[config.mk]
export PLATFORM = sky130hd
export DESIGN_NAME = mem_port_arbiter
export DESIGN_NICKNAME = d
export VERILOG_FILES = /design/src/rtl/riscv_mem_pkg.sv /design/src/rtl/mem_arb_pick.sv /design/src/rtl/mem_port_arbiter.sv
export SDC_FILE = /design/constraint.sdc
export NUM_CORES = 1
export LEC_CHECK = 0
export BUFFER_PORTS_ARGS = -buffer_cell sky130_fd_sc_hd__clkbuf_2
export CAP_MARGIN = 20
export CORE_AREA = 2 2 211 213
export CTS_BUF_LIST = sky130_fd_sc_hd__clkbuf_16
export CTS_CLUSTER_DIAMETER = 100
export DETAILED_ROUTE_END_ITERATION = 7
export DIE_AREA = 0 0 213 215
export SYNTH_ARGS = -nofsm -noshare
export SYNTH_HDL_FRONTEND = slang
export SYNTH_SLANG_ARGS = --single-unit
[constraint.sdc]
create_clock -name clk -period 1.6 [get_ports clk]
set_clock_uncertainty 0.05 [all_clocks]
set_input_delay 0.16 -clock clk [delete_from_list [all_inputs] [get_ports clk]]
set_output_delay 0.16 -clock clk [all_outputs]
set_load 0.02 [all_outputs]
[src/rtl/riscv_mem_pkg.sv]
// Shared memory-port types and default widths for the RV64I core, the arbiter
// and the unified memory model.
package riscv_mem_pkg;

  localparam int MEM_ADDR_W = 64;
  localparam int MEM_DATA_W = 64;
  localparam int STREAK_W   = 4;

  typedef enum logic [1:0] {
    IDLE = 2'd0,
    REQ  = 2'd1,
    RESP = 2'd2
  } arb_state_e;

  typedef enum logic {
    OWN_IF  = 1'b0,
    OWN_LSU = 1'b1
  } owner_e;

endpackage

[src/rtl/mem_arb_pick.sv]
// Grant selection between fetch and LSU: LSU first, but IF is forced through
// after MAX_LSU_STREAK consecutive LSU grants taken while IF was waiting.
module mem_arb_pick
  import riscv_mem_pkg::*;
#(
  parameter int MAX_LSU_STREAK = 4
) (
  input  logic clk,
  input  logic rst_n,
  input  logic pick_en,
  input  logic if_valid,
  input  logic lsu_valid,
  output logic grant_if,
  output logic grant_lsu
);

  localparam logic [STREAK_W-1:0] MAX_S = STREAK_W'(MAX_LSU_STREAK);

  logic [STREAK_W-1:0] streak_q;
  logic [STREAK_W-1:0] streak_d;

  // Requesters hold valid until ready, so a grant is always an accept.
  always_comb begin
    grant_lsu = pick_en && lsu_valid && !(if_valid && (streak_q == MAX_S));
    grant_if  = pick_en && if_valid && !grant_lsu;
    streak_d  = streak_q;
    if (grant_if) begin
      streak_d = '0;
    end else if (grant_lsu) begin
      if (!if_valid) begin
        streak_d = '0;
      end else if (streak_q != MAX_S) begin
        streak_d = streak_q + 1'b1;
      end
    end
  end

  always_ff @(posedge clk or negedge rst_n) begin
    if (!rst_n) begin
      streak_q <= '0;
    end else begin
      streak_q <= streak_d;
    end
  end

endmodule

[src/rtl/mem_port_arbiter.sv]
// Shares one memory port between instruction fetch and the LSU with a single
// outstanding transaction: IDLE (arbitrate) -> REQ (present) -> RESP (route).
module mem_port_arbiter
  import riscv_mem_pkg::*;
#(
  parameter int ADDR_W         = MEM_ADDR_W,
  parameter int DATA_W         = MEM_DATA_W,
  parameter int MAX_LSU_STREAK = 4
) (
  input  logic                clk,
  input  logic                rst_n,
  input  logic                if_req_valid,
  input  logic [ADDR_W-1:0]   if_req_addr,
  output logic                if_req_ready,
  output logic                if_rsp_valid,
  output logic [DATA_W-1:0]   if_rsp_data,
  input  logic                lsu_req_valid,
  input  logic [ADDR_W-1:0]   lsu_req_addr,
  input  logic                lsu_req_we,
  input  logic [DATA_W-1:0]   lsu_req_wdata,
  input  logic [DATA_W/8-1:0] lsu_req_wstrb,
  output logic                lsu_req_ready,
  output logic                lsu_rsp_valid,
  output logic [DATA_W-1:0]   lsu_rsp_rdata,
  output logic                mem_req_valid,
  output logic [ADDR_W-1:0]   mem_req_addr,
  output logic                mem_req_we,
  output logic [DATA_W-1:0]   mem_req_wdata,
  output logic [DATA_W/8-1:0] mem_req_wstrb,
  input  logic                mem_req_ready,
  input  logic                mem_rsp_valid,
  input  logic [DATA_W-1:0]   mem_rsp_rdata,
  output logic                busy,
  output logic                proto_err
);

  localparam int STRB_W = DATA_W / 8;

  // Handshake rule on every port: a request transfers in the cycle where
  // valid && ready are both high; the requester holds valid and payload stable
  // until then. Responses are single-cycle pulses with no back-pressure.

  arb_state_e          state_q, state_d;
  owner_e              owner_q, owner_d;
  logic [ADDR_W-1:0]   addr_q, addr_d;
  logic                we_q, we_d;
  logic [DATA_W-1:0]   wdata_q, wdata_d;
  logic [STRB_W-1:0]   wstrb_q, wstrb_d;
  logic                proto_err_q, proto_err_d;

  logic pick_en;
  logic grant_if;
  logic grant_lsu;

  // Readies stay low while reset is asserted, even if a requester is valid.
  assign pick_en = rst_n && (state_q == IDLE);

  mem_arb_pick #(
    .MAX_LSU_STREAK (MAX_LSU_STREAK)
  ) u_pick (
    .clk       (clk),
    .rst_n     (rst_n),
    .pick_en   (pick_en),
    .if_valid  (if_req_valid),
    .lsu_valid (lsu_req_valid),
    .grant_if  (grant_if),
    .grant_lsu (grant_lsu)
  );

  always_comb begin
    state_d     = state_q;
    owner_d     = owner_q;
    addr_d      = addr_q;
    we_d        = we_q;
    wdata_d     = wdata_q;
    wstrb_d     = wstrb_q;
    proto_err_d = proto_err_q | (mem_rsp_valid && (state_q != RESP));
    case (state_q)
      IDLE: begin
        if (grant_lsu) begin
          owner_d = OWN_LSU;
          addr_d  = lsu_req_addr;
          we_d    = lsu_req_we;
          wdata_d = lsu_req_wdata;
          wstrb_d = lsu_req_wstrb;
          state_d = REQ;
        end else if (grant_if) begin
          owner_d = OWN_IF;
          addr_d  = if_req_addr;
          we_d    = 1'b0;
          wdata_d = '0;
          wstrb_d = '0;
          state_d = REQ;
        end
      end
      REQ: begin
        if (mem_req_ready) begin
          state_d = RESP;
        end
      end
      RESP: begin
        if (mem_rsp_valid) begin
          state_d = IDLE;
        end
      end
      default: state_d = IDLE;
    endcase
  end

  always_ff @(posedge clk or negedge rst_n) begin
    if (!rst_n) begin
      state_q     <= IDLE;
      owner_q     <= OWN_IF;
      addr_q      <= '0;
      we_q        <= 1'b0;
      wdata_q     <= '0;
      wstrb_q     <= '0;
      proto_err_q <= 1'b0;
    end else begin
      state_q     <= state_d;
      owner_q     <= owner_d;
      addr_q      <= addr_d;
      we_q        <= we_d;
      wdata_q     <= wdata_d;
      wstrb_q     <= wstrb_d;
      proto_err_q <= proto_err_d;
    end
  end

  assign if_req_ready  = grant_if;
  assign lsu_req_ready = grant_lsu;

  assign mem_req_valid = (state_q == REQ);
  assign mem_req_addr  = addr_q;
  assign mem_req_we    = we_q;
  assign mem_req_wdata = wdata_q;
  assign mem_req_wstrb = wstrb_q;

  assign if_rsp_valid  = (state_q == RESP) && mem_rsp_valid && (owner_q == OWN_IF);
  assign lsu_rsp_valid = (state_q == RESP) && mem_rsp_valid && (owner_q == OWN_LSU);
  assign if_rsp_data   = mem_rsp_rdata;
  assign lsu_rsp_rdata = mem_rsp_rdata;

  assign busy      = (state_q != IDLE);
  assign proto_err = proto_err_q;

endmodule

After elaboration in Yosys (flattened, before gate mapping)

Cells that the tools add are included.

Add/subtract/negate cells: 1
Equal/unequal tests: 9
Mux-type cells: 18
Bitwise gates (word level): 2
Reductions and logical operators: 18

Operator list:

| cell                | number |
|---|---|
| $mux 64             | 4 |
| $mux 4              | 4 |
| $mux 8              | 2 |
| $logic_and 1x1->1   | 10 |
| $mux 2              | 4 |
| $pmux 2 s3          | 1 |
| $add 4x1->4 const B | 1 |
| $eq 4x3->1 const B  | 1 |
| $ne 2x2->1 const B  | 2 |
| $ne 4x3->1 const B  | 1 |
| $reduce_and 2->1    | 2 |
| $reduce_bool 2->1   | 2 |
| $mux 1              | 3 |
| $ne 3x1->1 const B  | 1 |
| $ne 3x3->1 const B  | 1 |
| $reduce_and 3->1    | 1 |
| $eq 2x1->1 const B  | 1 |
| $eq 2x2->1 const B  | 1 |
| $logic_not 1->1     | 2 |
| $logic_not 2->1     | 1 |
| $ne 2x1->1 const B  | 1 |
| $not 1->1           | 1 |
| $or 1x1->1          | 1 |

Register bits: 145
Input port bits: 271

Longest topological paths before layout

Gate-level depths: netlist of the first run.

Depth in word-level cells: 9
Mapped depth: 8
Gate-level depth less buffers: 5

Modules after synthesis

Synthesis of the first run repeated with hierarchy kept, for this count alone.

Cells, all modules: 539
Area total of the unflattened synthesis: 7,468.4 µm²

Modules (own cells, without submodules):

| module           | instances | cells each | area an instance (µm²) | sequential area each (µm²) |
|---|---|---|---|---|
| mem_port_arbiter | 1         | 515        | 7,228.2                | 3,528.4 |
| mem_arb_pick     | 1         | 24         | 240.2                  | 100.1 |

Least setup slack after synthesis of the first run

Ideal clock, no wire load.

Kind: register to register
Start point: register u_pick.streak_q[0]
End point: register wdata_q[26] (netlist: mem_req_wdata[26])
Library setup time: 0.121 ns
Arrival time: 1.528 ns
Path slack: -0.099 ns
Cell stages (with the launch flop): 9
Period minus slack after synthesis: 1.699 ns
Cells stage by stage: dfrtp_1 -> inv_1 -> ha_1 -> nand4b_4 -> and3_1 -> buf_2 -> buf_6 -> buf_6 -> a22o_1

Longest elaborated chain between the ends: 8
Elaborated cells between the ends (all ways): 9
Those cells by class: eq/ne: 1; mux: 1; reduce/logical: 7

Ends and longest elaborated chain:

| element                            | RTL line                | RTL |
|---|---|---|
| from (decl)                        | mem_arb_pick.sv:19      | `logic [STREAK_W-1:0] streak_q;` |
| from (signal assigned)             | mem_arb_pick.sv:42      | `streak_q <= streak_d;` |
| $eq 4x3->1 (*)                     | mem_arb_pick.sv:24      | `grant_lsu = pick_en && lsu_valid && !(if_valid && (streak_q == MAX_S));` |
| $logic_and 1x1->1 (*)              | mem_arb_pick.sv:24      |  |
| $logic_not 1->1 (*)                | mem_arb_pick.sv:24      |  |
| $logic_and 1x1->1 (*)              | mem_arb_pick.sv:24      |  |
| $logic_not 1->1                    | mem_arb_pick.sv:25      | `grant_if = pick_en && if_valid && !grant_lsu;` |
| $logic_and 1x1->1                  | mem_arb_pick.sv:25      |  |
| $reduce_bool 2->1 (no source line) | n/a                     |  |
| $reduce_and 2->1 (no source line)  | n/a                     |  |
| to (signal assigned)               | mem_port_arbiter.sv:124 | `wdata_q <= wdata_d;` |
| to (decl)                          | mem_port_arbiter.sv:47  | `logic [DATA_W-1:0] wdata_q, wdata_d;` |

Every way passes the cells marked *; elsewhere a longest branch is shown, timed or not.
A chain may end at the register's enable or synchronous reset.

Worst setup path after layout of the first run

Start point: register u_pick.streak_q[1]
End point: register addr_q[30] (netlist: mem_req_addr[30])

Longest elaborated chain between the ends: 8
Elaborated cells between the ends (all ways): 9
Those cells by class: eq/ne: 1; mux: 1; reduce/logical: 7

Ends and longest elaborated chain:

| element                            | RTL line                | RTL |
|---|---|---|
| $eq 4x3->1 (*)                     | mem_arb_pick.sv:24      |  |
| $logic_and 1x1->1 (*)              | mem_arb_pick.sv:24      |  |
| $logic_not 1->1 (*)                | mem_arb_pick.sv:24      |  |
| $logic_and 1x1->1 (*)              | mem_arb_pick.sv:24      |  |
| $logic_not 1->1                    | mem_arb_pick.sv:25      |  |
| $logic_and 1x1->1                  | mem_arb_pick.sv:25      |  |
| $reduce_bool 2->1 (no source line) | n/a                     |  |
| $reduce_and 2->1 (no source line)  | n/a                     |  |
| to (signal assigned)               | mem_port_arbiter.sv:122 | `addr_q <= addr_d;` |
| to (decl)                          | mem_port_arbiter.sv:45  | `logic [ADDR_W-1:0] addr_q, addr_d;` |

Marked as above.

==> results by stage, run 1 <==
Outcome:
- The flow ran to the end, but the final reports show violations.
- The final reports fail on negative setup slack.

Pwr:
- The worst-case IR drop observed on VDD is around 1.1 mV.
- In this run the power density over the cells is between 1500 and 2000 mW/mm2.
- In this run the static leakage power is about 5.7 nW.

Setup path:
- The worst reg2reg path startpoint is u_pick.streak_q[1].
- Walking the worst path, the cells encountered are inv_1, ha_2, nand4b_4, buf_4, buf_6, a21boi_4, buf_12, buf_16, o221a_2.
- The critical path starts at u_pick.streak_q[1].
- The worst-path cell with the longest stage delay is dfrtp_1.
- Data on the critical path is required at its endpoint by around 1.9 ns.
- STA classifies the critical path startpoint as a flop.
- The type of the worst setup path is reg -> reg.
- The highest cell delay on the worst timing path is between 0.3 and 0.4 ns.
- Data on the critical path arrives at its endpoint at ~2.2 ns.
- The worst setup path is captured at a flop.
- In this run the worst path has a maximum fanout of 16.

Logic synthesis:
- The average cell area after synthesis is between 10 and 15 um2.
- Synthesis produced a netlist with a net count of roughly 910.
- The async set-or-reset flop fraction in the synthesized netlist is 1.000.
- In the post-synthesis netlist, the cell with the most instances is dfrtp_1.
- The top cell type by total area after synthesis is dfrtp_1.
- Sorting the synthesized cells by area gives the leading types as dfrtp_1, buf_4, o221a_2, a22o_1, nand4b_1.
- The share of the synthesized area in the top cell type is 0.4817.
- In this run the cell area of the synthesized design comes to about 0.0075 mm2.
- The number of enable-type register cells in the synthesized netlist is 0.
- After synthesis the netlist holds a flip-flop and latch count of about 150.
- The most used flip-flop cell after synthesis is dfrtp_1.
- The Yosys warning count is 0.
- The share of the yosys chip area belonging to registers is 0.4817.
- The commonest cells after synthesis are dfrtp_1, buf_4, a22o_1.
- The synthesized instance count is between 600 and 700.
- The number of distinct library cells after synthesis is 30.

CTS:
- The tree is rooted in a clkbuf_16.
- The clock tree buffer depth is 2.
- The clock slew at the register clock pins of the worst setup and hold paths is 0.07 ns.
- The deepest level of the CTS H-tree is 4.
- The clock tree from TritonCTS is done.
- The number of buffers inserted during clock tree synthesis is 17.
- The TritonCTS sink count is 145.
- For the worst-skew pair, the clock arrives at the later sink with an insertion delay of ~0.47 ns.

Floorplan:
- After floorplanning, the core was sized to cover ~0.044 mm2.
- In this run the horizontal extent of the chip is roughly 210 um.
- The number of placement rows is between 70 and 80.
- The initial utilization of the core area, before any placement, comes to 0.1726.
- The floorplan step defined a die boundary enclosing ~0.046 mm2.
- From bottom edge to top edge, the die measures ~220 um.
- The number of top-level pins is about 540.

STA:
- Setup repair after global routing could not meet its margin everywhere.
- The remaining max-slew budget at the tightest pin is 0.4046.
- The number of hold violations in the final report was 0.
- The transition time at the pin with the least slew margin is between 0.8 and 0.9 ns.
- The setup TNS is -29.50 ns.
- The worst path in the final design needs a cycle of roughly 1.9 ns, including I/O delays and setup.
- The final setup violation count is 145.
- Of the available clock period, the critical path in the final layout requires 1.192.
- The max-slew violation total from the final report was 0.
- The peak clock frequency supported by timing is about 520 MHz.
- Across all setup checks in the final design, the least slack found is -0.3075 ns.

Route:
- After the first detailed-routing iteration, the DRC count stood at slightly above 500.
- The DRC violations left is 0.
- After detailed routing, the average wire length per cell comes to about 19 um.
- The number of optimization iterations in the first detailed-route pass is 4.
- The total via count in the routed design is 7111.
- The routed wire length is approximately 32000 um.
- Dividing the detail-routed via count by the number of cells gives ~4.2.
- The count of antenna-violating nets left after detailed routing is 0.

Min path:
- The source of the worst hold timing path is lsu_req_addr[25].
- The tightest min-delay check is of the in -> reg type.

Global route:
- The number of antenna violations at the first check in global routing is 2.
- In the global route stage, overall resource usage came out at 0.1333.
- The first global-routing pass estimated about 45000 um of wire.
- The pin count of the biggest net entering global routing is around 150.
- The overflow left after global routing is 0.
- The via count of the first global-routing pass is approximately 7.5k.

Placed design:
- The detailed placer's ending HPWL is between 15000 and 20000 um.
- The routability congestion estimate is 0.7404.
- The placed instances occupy a cell area of 0.009229 mm2.
- The count of buffers added on input and output ports is 350.
- Prior to clock tree synthesis, the placed netlist has a worst setup slack of -0.07428 ns.

Cells and area:
- The layout filler cell count is around 4.4k.
- With fillers left out, the area of the finished cells amounts to between 0.01 and 0.015 mm2.
- The relative area change from synthesis to final layout is 65.95%.
- Of the cells placed in the final design, the portion with a size suffix greater than 1 is 0.4845.
- The number of nets in the layout is between 1k and 1.5k.

Run:
- The tool flagged a number of max-cap violations equal to 0.
==> final timing paths <==
| kind | to | slack [ns] | cells after the start |
|---|---|---|---|
| max in group asynchronous | mem_req_addr[44] | 0.43 | 3 |
| worst max register to register | mem_req_addr[30] | -0.31 | 9 |
| min in group asynchronous | mem_req_addr[59] | 0.33 | 3 |
| worst max-delay path | mem_req_addr[30] | -0.31 | 9 |
| worst min register to register | proto_err | 0.42 | 1 |
| worst min-delay path | mem_req_addr[25] | 0.04 | 3 |
==> metal layers <==
metal  up-vias  track usage  wire length [um]
li1       3148            -                 -
met1      3441       0.1252             11370
met2       431       0.2363             16430
met3        91      0.05378              2877
met4         0      0.08718              1639
met5         -     0.005388                 0
==> sequential cells by signal, indices dropped and copies added (netlist names) <==
register,count
mem_req_addr,64
proto_err,1
u_pick.streak_q,4
owner_q,1
mem_req_wstrb,8
state_q,2
mem_req_wdata,64
mem_req_we,1
==> stage by stage <==
| step | power (mW) | hold slack [ns] | instances | utilization |
|---|---|---|---|---|
| 5_1_grt | 21.99 | 0.02720 | 1689 | 0.2863 |
| 3_5_place_dp | 15.03 | 0.2702 | 1427 | 0.2115 |
| 2_1_floorplan | 12.08 | -0.1856 | 634 | - |
| 6_report | 20.91 | 0.04193 | 1690 | 0.2864 |
| 3_3_place_gp | 14.93 | 0.2702 | 1427 | 0.2115 |
| 4_1_cts | 20.81 | 0.001209 | 1679 | 0.2829 |
==> timing repair <==
item / CTS / global route
hold buffers: 198 / 0
setup endpoints to repair: 143 / 147
endpoints found under the hold margin: 285 / 0
resized for setup: 39 / 13
pin swaps: 21 / 4
gates cloned: 8 / 4
buffers inserted: 14 / 7
==> cell usage in the layout, fill, tap and decap left out, types with 3 or more instances in the layout <==
cell / n
buf_12: 17
o2bb2ai_1: 3
dlygate4sd3_1: 198
buf_16: 9
dfrtp_1: 145
buf_6: 13
nand4b_1: 64
nor2b_1: 3
inv_1: 3
bufinv_16: 5
o221a_2: 64
buf_4: 33
a22o_1: 74
clkbuf_16: 19
nand2b_1: 64
clkinv_4: 5
buf_8: 4
clkbuf_2: 342
==> where the power goes <==
group | internal [mW] | switching [mW] | total, mW
registers | 5.43 | 1.19 | 6.62
clock network | 2.78 | 1.79 | 4.57
logic | 4.45 | 5.27 | 9.72
==> cell type report <==
type                       count  area (um2)  share of cell area
timing repair buffer         619        4800              0.3840
sequential                   145        3628              0.2903
multi-input combinational    296        2650              0.2120
tap                          592       740.7             0.05926
clock buffer                  17       425.4             0.03403
clock inverter                15       232.7             0.01862
inverter                       4       17.52            0.001401
antenna                        2       5.005           0.0004004
==> kinds of logic (layout without fill, tap and decap cells) <==
logic type	Yosys count	in the layout	share of synthesized area
buffers and inverters	193	655	0.1756
AOI/OAI and AO/OA	150	150	0.1937
DFF	145	145	0.4817
and+or+nand+nor	143	143	0.1444
adders and majority gates	2	2	0.003322
muxes	1	1	0.001329
other	0	2	0
==> critical path, delay by kind of cell (launching register included) <==
kind	cells	cell delay (ns)
buf+inv	5	0.64
compound gates	2	0.38
flops	1	0.37
fa+ha+maj	1	0.18
simple gates	1	0.13
Note: power is estimated with default switching activity, not from simulation.
==> inputs of run 2 (changes only) <==
--- a/config.mk
+++ b/config.mk
@@ -7,11 +7,14 @@
 export LEC_CHECK = 0
 export BUFFER_PORTS_ARGS = -buffer_cell sky130_fd_sc_hd__clkbuf_2
 export CAP_MARGIN = 20
+export CELL_PAD_IN_SITES_DETAIL_PLACEMENT = 1
+export CELL_PAD_IN_SITES_GLOBAL_PLACEMENT = 1
 export CORE_AREA = 2 2 211 213
 export CTS_BUF_LIST = sky130_fd_sc_hd__clkbuf_16
 export CTS_CLUSTER_DIAMETER = 100
 export DETAILED_ROUTE_END_ITERATION = 7
 export DIE_AREA = 0 0 213 215
+export PLACE_DENSITY_LB_ADDON = 0.1
 export SYNTH_ARGS = -nofsm -noshare
 export SYNTH_HDL_FRONTEND = slang
 export SYNTH_SLANG_ARGS = --single-unit
==> results by stage, run 2 (synthesis gave the netlist of run 1 again) <==
Cells and area:
- The post-layout instance count excluding filler cells is 1713 (+1.4%).
- The number of antenna diodes is 0 (-2).
- Leaving out fill and tap cells, the most frequent cell in the layout is clkbuf_2.
- In the layout the commonest cells are clkbuf_2, dlygate4sd3_1, dfrtp_1, a22o_1.
- The share of cells above drive strength 1 is 0.4915 (+0.007036).
- The number of nets in the layout is 1381 (+1.8%).
- Relative to the synthesized area, the layout overhead comes to 74.60%.

Setup path:
- The element type at the critical path start is a flop.
- The cell repeated most along the worst path is buf_6.
- The largest fanout on the critical path is 9 (-7).
- The type of element capturing the critical path is a flop.
- The highest cell delay on the worst timing path came to 0.42 ns (+0.05 ns).
- The type of the worst setup path is reg -> reg.
- Walking the worst path, the cells encountered are nor3b_4, buf_4, buf_6, buf_6, buf_6, o21ai_4, buf_12, buf_12, a22o_1.
- The cell class contributing the biggest share of worst-path delay is buffers and inverters.
- The number of buffers and inverters on the critical path is 6 (+1).
- The critical path arrival is 2.23 ns (about the same).
- The required arrival time at the worst endpoint is 1.92 ns (about the same).
- On the critical path, the stage with the largest delay is an instance of dfrtp_1.

STA:
- The number of hold violations in the final report is 0 (unchanged).
- The remaining max-slew budget at the tightest pin is 0.5906 (+0.1859).
- Setup repair after global routing could not meet its margin everywhere.
- The max-slew violation total from the final report is 0 (unchanged).
- The setup TNS came to -34.29 ns (-4.788 ns).
- The post-route minimum period is 1.907 ns (-0.0009120 ns).
- The ratio of final minimum period to clock period is 1.192 (about the same).
- The setup slack of the critical path after layout is -0.3066 ns (+0.0009120 ns).
- The final setup violation count is 148 (+2.1%).
- The transition time at the pin with the least slew margin is 0.6118 ns (-0.2812 ns).
- The peak clock frequency supported by timing is 524.5 MHz (about the same).

Placed design:
- The routability congestion estimate is 0.6825 (-7.8%).
- The detailed placer's ending HPWL is 22560 um (+18%).
- The cell count after placement was 1425 (-0.14%).
- The count of input and output buffers is 350 (unchanged).

Route:
- The DRC violations left is 0 (unchanged).
- The via density per instance is 4.149 (-1.4%).
- The total via count in the routed design is 7107 (-0.056%).
- The routed wire length is 35760 um (+11%).
- The number of DRC markers in iteration 0 is 258 (-50%).
- The number of optimization iterations in the first detailed-route pass is 4 (unchanged).
- The routed length per instance was 20.88 um (+9.2%).
- The count of antenna-violating nets left after detailed routing is 0 (unchanged).

Floorplan:
- The number of placement rows is 77 (unchanged).
- The die footprint is 0.04580 mm2 (unchanged).
- The initial core utilization is 0.1726 (unchanged).
- The horizontal die dimension is 213 um (unchanged).
- The number of top-level pins came to 543 (unchanged).
- The die extent in y came to 215 um (unchanged).
- The placeable core region was 0.04364 mm2 (unchanged).

Global route:
- The number of antenna violations at the first check in global routing is 0 (-2).
- The via count of the first global-routing pass is 7812 (+4.4%).
- The first-pass GRT wire length is 52130 um (+17%).
- The overflow left after global routing is 0 (unchanged).
- The pin count of the biggest net entering global routing is 88 (-40%).
- The all-layer global routing usage is 0.1568 (+0.02351).

CTS:
- The deepest level of the CTS H-tree is 4 (unchanged).
- The clock tree root driver cell is clkbuf_16.
- The clock tree buffer depth is 2 (unchanged).
- The clock slew at the register clock pins of the worst setup and hold paths is 0.06 ns (about the same).
- The clock tree from TritonCTS is done.
- The TritonCTS sink count came to 145 (unchanged).
- The number of buffers inserted during clock tree synthesis is 17 (unchanged).
- The worst-skew pair later-pin latency is 0.48 ns (about the same).

Pwr:
- The worst IR drop on VDD came to 0.7055 mV (-38%).
- The power per cell area was 1668 mW/mm2 (-0.30%).
- The leakage dissipation is 6.030 nW (+5.8%).

Outcome:
- The flow ran to the end, but the final reports show violations.
- The checks that failed: negative setup slack.

Run:
- The max-cap violation count is 0 (unchanged).

Min path:
- In this run the worst hold path is classified as in -> reg.
[run 2: power breakdown]
group	internal [mW]	leakage (nW)	switching, mW
sequential	5.43	1.73	1.13
clock	2.75	0.313	1.84
combinational	5.18	3.99	5.59
total	13.4	6.03	8.57
[run 2: timing repair]
action / 4_1_cts / 5_1_grt
endpoints found under the setup margin: 145 / 150
hold buffers: 202 / 0
hold endpoints to repair: 162 / 0
pin swaps: 6 / 6
gates cloned: 19 / 2
setup buffers: 29 / 11
resized for setup: 78 / 16
[run 2: layout make-up]
cell class,count,area (um2)
fill,4901,30490
timing repair buffer,644,5353
sequential,145,3628
multi-input combinational,296,2771
tap,592,740.7
clock buffer,17,425.4
clock inverter,15,215.2
inverter,4,17.52
[run 2: metal layers]
layer | vias up | routed length (um) | track usage
met3 | 43 | 2993 | 0.06605
met4 | 0 | 558 | 0.04732
li1 | 3195 | - | -
met2 | 335 | 17940 | 0.2674
met1 | 3534 | 14270 | 0.1761
met5 | - | 0 | 0.003233
[run 2: worst reg2reg max path: stages, from the launching register on]
cell     delay [ns]
dfrtp_1        0.42
nor3b_4        0.24
buf_4          0.15
buf_6          0.09
buf_6          0.08
buf_6          0.09
o21ai_4        0.16
buf_12         0.20
buf_12         0.13
a22o_1         0.19
[run 2: metrics by stage]
| step | util | total power [mW] | area [um2] | worst slack, ns | hold slack [ns] |
|---|---|---|---|---|---|
| detailed placement | 0.2113 | 15.30 | 9220 | -0.1030 | 0.1395 |
| floorplan | - | 12.08 | 7538 | -0.03707 | -0.1856 |
| finish | 0.3013 | 21.94 | 13150 | -0.3066 | 0.03734 |
| global placement | 0.2113 | 15.32 | 9220 | -0.09159 | 0.1493 |
| global route | 0.3013 | 23.26 | 13150 | -0.4164 | 0.01517 |
| CTS | 0.2984 | 22.17 | 13030 | -0.3798 | 0.005424 |
[run 2: path summary, 6_finish.rpt]
kind / slack, ns / depth (start not counted) / startpoint / endpoint
max reg2reg: -0.31 / 9 / state_q[0] / mem_req_wdata[43]
max in group asynchronous: 0.40 / 4 / rst_n / mem_req_addr[17]
min in group asynchronous: 0.18 / 3 / rst_n / u_pick.streak_q[2]
min reg2reg: 0.41 / 1 / proto_err / proto_err
max: -0.31 / 9 / state_q[0] / mem_req_wdata[43]
min: 0.04 / 3 / if_req_addr[32] / mem_req_addr[32]
==> inputs of run 3 (changes only) <==
--- a/config.mk
+++ b/config.mk
@@ -15,6 +15,7 @@
 export DETAILED_ROUTE_END_ITERATION = 7
 export DIE_AREA = 0 0 213 215
 export PLACE_DENSITY_LB_ADDON = 0.1
+export SKIP_LAST_GASP = 1
 export SYNTH_ARGS = -nofsm -noshare
 export SYNTH_HDL_FRONTEND = slang
 export SYNTH_SLANG_ARGS = --single-unit
==> results by stage, run 3 (synthesis gave the netlist of run 1 again) <==
Outcome:
- The flow ran to the end, but the final reports show violations.
- The checks that failed: negative setup slack.

Cells and area:
- In the layout the commonest cells are clkbuf_2, dlygate4sd3_1, dfrtp_1, a22o_1.
- The number of nets in the layout was 1379 (-0.14%).
- The most common cell after layout, fill and taps aside is clkbuf_2.
- The relative area change from synthesis to final layout is 73.85%.
- The number of antenna diodes is 0 (unchanged).
- The post-layout instance count excluding filler cells came to 1711 (-0.12%).
- The area of all placed cells without fillers is 0.01310 mm2 (-0.43%).
- The share of cells above drive strength 1 is 0.4906 (-0.0009088).
- The post-route core utilization is 0.3000 (-0.001290).

Floorplan:
- The number of top-level pins is 543 (unchanged).
- The die footprint is 0.04580 mm2 (unchanged).
- The placeable core region is 0.04364 mm2 (unchanged).
- The number of placement rows is 77 (unchanged).
- The die extent in y came to 215 um (unchanged).
- The initial core utilization is 0.1726 (unchanged).
- The horizontal die dimension is 213 um (unchanged).

STA:
- The ratio of final minimum period to clock period is 1.201 (+0.009712).
- Setup repair after global routing could not meet its margin everywhere.
- The remaining max-slew budget at the tightest pin is 0.5655 (-0.02511).
- The max-slew violation total from the final report was 0 (unchanged).
- The setup TNS is -35.59 ns (-1.302 ns).
- The transition time at the pin with the least slew margin is 0.6493 ns (+0.03752 ns).
- The final setup violation count was 148 (unchanged).
- The number of hold violations in the final report is 0 (unchanged).
- The worst hold slack after final layout came to 0.04654 ns (+0.009201 ns).
- The peak clock frequency supported by timing is 520.3 MHz (-0.81%).
- The post-route minimum period came to 1.922 ns (+0.01554 ns).
- The setup slack of the critical path after layout was -0.3221 ns (-0.01554 ns).

Route:
- The routed wire length was 35680 um (-0.23%).
- The number of DRC markers in iteration 0 is 264 (+2.3%).
- The DRC violations left came to 0 (unchanged).
- The total via count in the routed design is 7108 (+0.014%).
- The count of antenna-violating nets left after detailed routing came to 0 (unchanged).
- The via density per instance is 4.154 (+0.13%).
- The number of optimization iterations in the first detailed-route pass was 4 (unchanged).
- The routed length per instance is 20.85 um (-0.11%).

Placed design:
- The routability congestion estimate is 0.6825 (unchanged).
- The count of input and output buffers is 350 (unchanged).
- The cell area after placement is 0.009220 mm2 (unchanged).
- The cell count after placement is 1425 (unchanged).
- The detailed placer's ending HPWL is 22560 um (unchanged).
- The minimum setup slack after placement was -0.1030 ns (unchanged).

Setup path:
- The critical path arrival is 2.24 ns (about the same).
- The worst setup path is captured at a flop.
- The critical path goes through nor3b_4, buf_4, buf_4, buf_4, buf_6, o21ai_4, buf_12, buf_12, a22o_1.
- The worst setup path is launched from a flop.
- The worst-path cell with the longest stage delay is dfrtp_1.
- The critical path is of the reg -> reg type.
- The cell repeated most along the worst path is buf_4.
- The largest fanout on the critical path is 9 (unchanged).
- The highest cell delay on the worst timing path is 0.42 ns (about the same).
- The required arrival time at the worst endpoint came to 1.91 ns (about the same).

Global route:
- The overflow left after global routing came to 0 (unchanged).
- The via count of the first global-routing pass is 7800 (-0.15%).
- The first-pass GRT wire length is 52030 um (-0.19%).
- The pin count of the biggest net entering global routing is 88 (unchanged).
- The all-layer global routing usage is 0.1565 (-0.0002167).
- The number of antenna violations at the first check in global routing is 0 (unchanged).

Pwr:
- The worst IR drop on VDD is 0.7001 mV (-0.77%).
- The power per cell area was 1665 mW/mm2 (-0.16%).
- The leakage dissipation came to 6.009 nW (-0.34%).
- The total power draw was 21.81 mW (-0.58%).

CTS:
- The deepest level of the CTS H-tree is 4 (unchanged).
- The TritonCTS sink count is 145 (unchanged).
- The number of buffers inserted during clock tree synthesis is 17 (unchanged).
- The worst-skew pair later-pin latency is 0.48 ns (about the same).
- The tree is rooted in a clkbuf_16.
- The clock slew at the register clock pins of the worst setup and hold paths was 0.06 ns (about the same).
- The clock tree buffer depth is 2 (unchanged).
- TritonCTS built the clock tree.

Run:
- The max-cap violation count was 0 (unchanged).

Min path:
- The tightest min-delay check is of the in -> reg type.
[run 3: per-layer routing]
layer,global-route usage,wire length (um)
met2,0.2668,17810
met1,0.1760,14090
met3,0.06605,3133
met5,0.003233,0
met4,0.04732,651
[run 3: worst paths after layout]
check,start,to,slack (ns),depth (start not counted)
hold reg to reg,proto_err,proto_err,0.41,1
setup / recovery,state_q[0],mem_req_wdata[43],-0.32,9
max in group asynchronous,rst_n,mem_req_addr[17],0.40,4
setup reg to reg,state_q[0],mem_req_wdata[43],-0.32,9
min in group asynchronous,rst_n,mem_req_wdata[57],0.18,3
hold / removal,if_req_addr[32],mem_req_addr[32],0.05,3
[run 3: area by class of cell]
type / instances / area, um2
Tap cell: 592 / 740.7
Clock buffer: 17 / 425.4
Multi-Input combinational cell: 296 / 2771
Clock inverter: 15 / 215.2
Inverter: 4 / 15.01
Sequential cell: 145 / 3628
Timing Repair Buffer: 642 / 5299
Fill cell: 4907 / 30550
[run 3: power breakdown]
part / switching, mW / internal, mW
Clock: 1.85 / 2.76
Combinational: 5.56 / 5.09
Sequential: 1.13 / 5.43
[run 3: repair_timing]
item | 4_1_cts | 5_1_grt
gates cloned | 19 | 2
hold endpoints to repair | 162 | 0
endpoints found under the setup margin | 145 | 150
hold buffers | 202 | 0
setup buffers | 29 | 9
resized for setup | 73 | 12
pin swaps | 5 | 6
[run 3: critical path: cells and delay by family (launching register included)]
| kind | cells | cell delay [ns] |
|---|---|---|
| buffers and inverters | 6 | 0.74 |
| flip-flops | 1 | 0.42 |
| AO/OA/AOI/OAI | 2 | 0.35 |
| AND/OR/NAND/NOR | 1 | 0.23 |
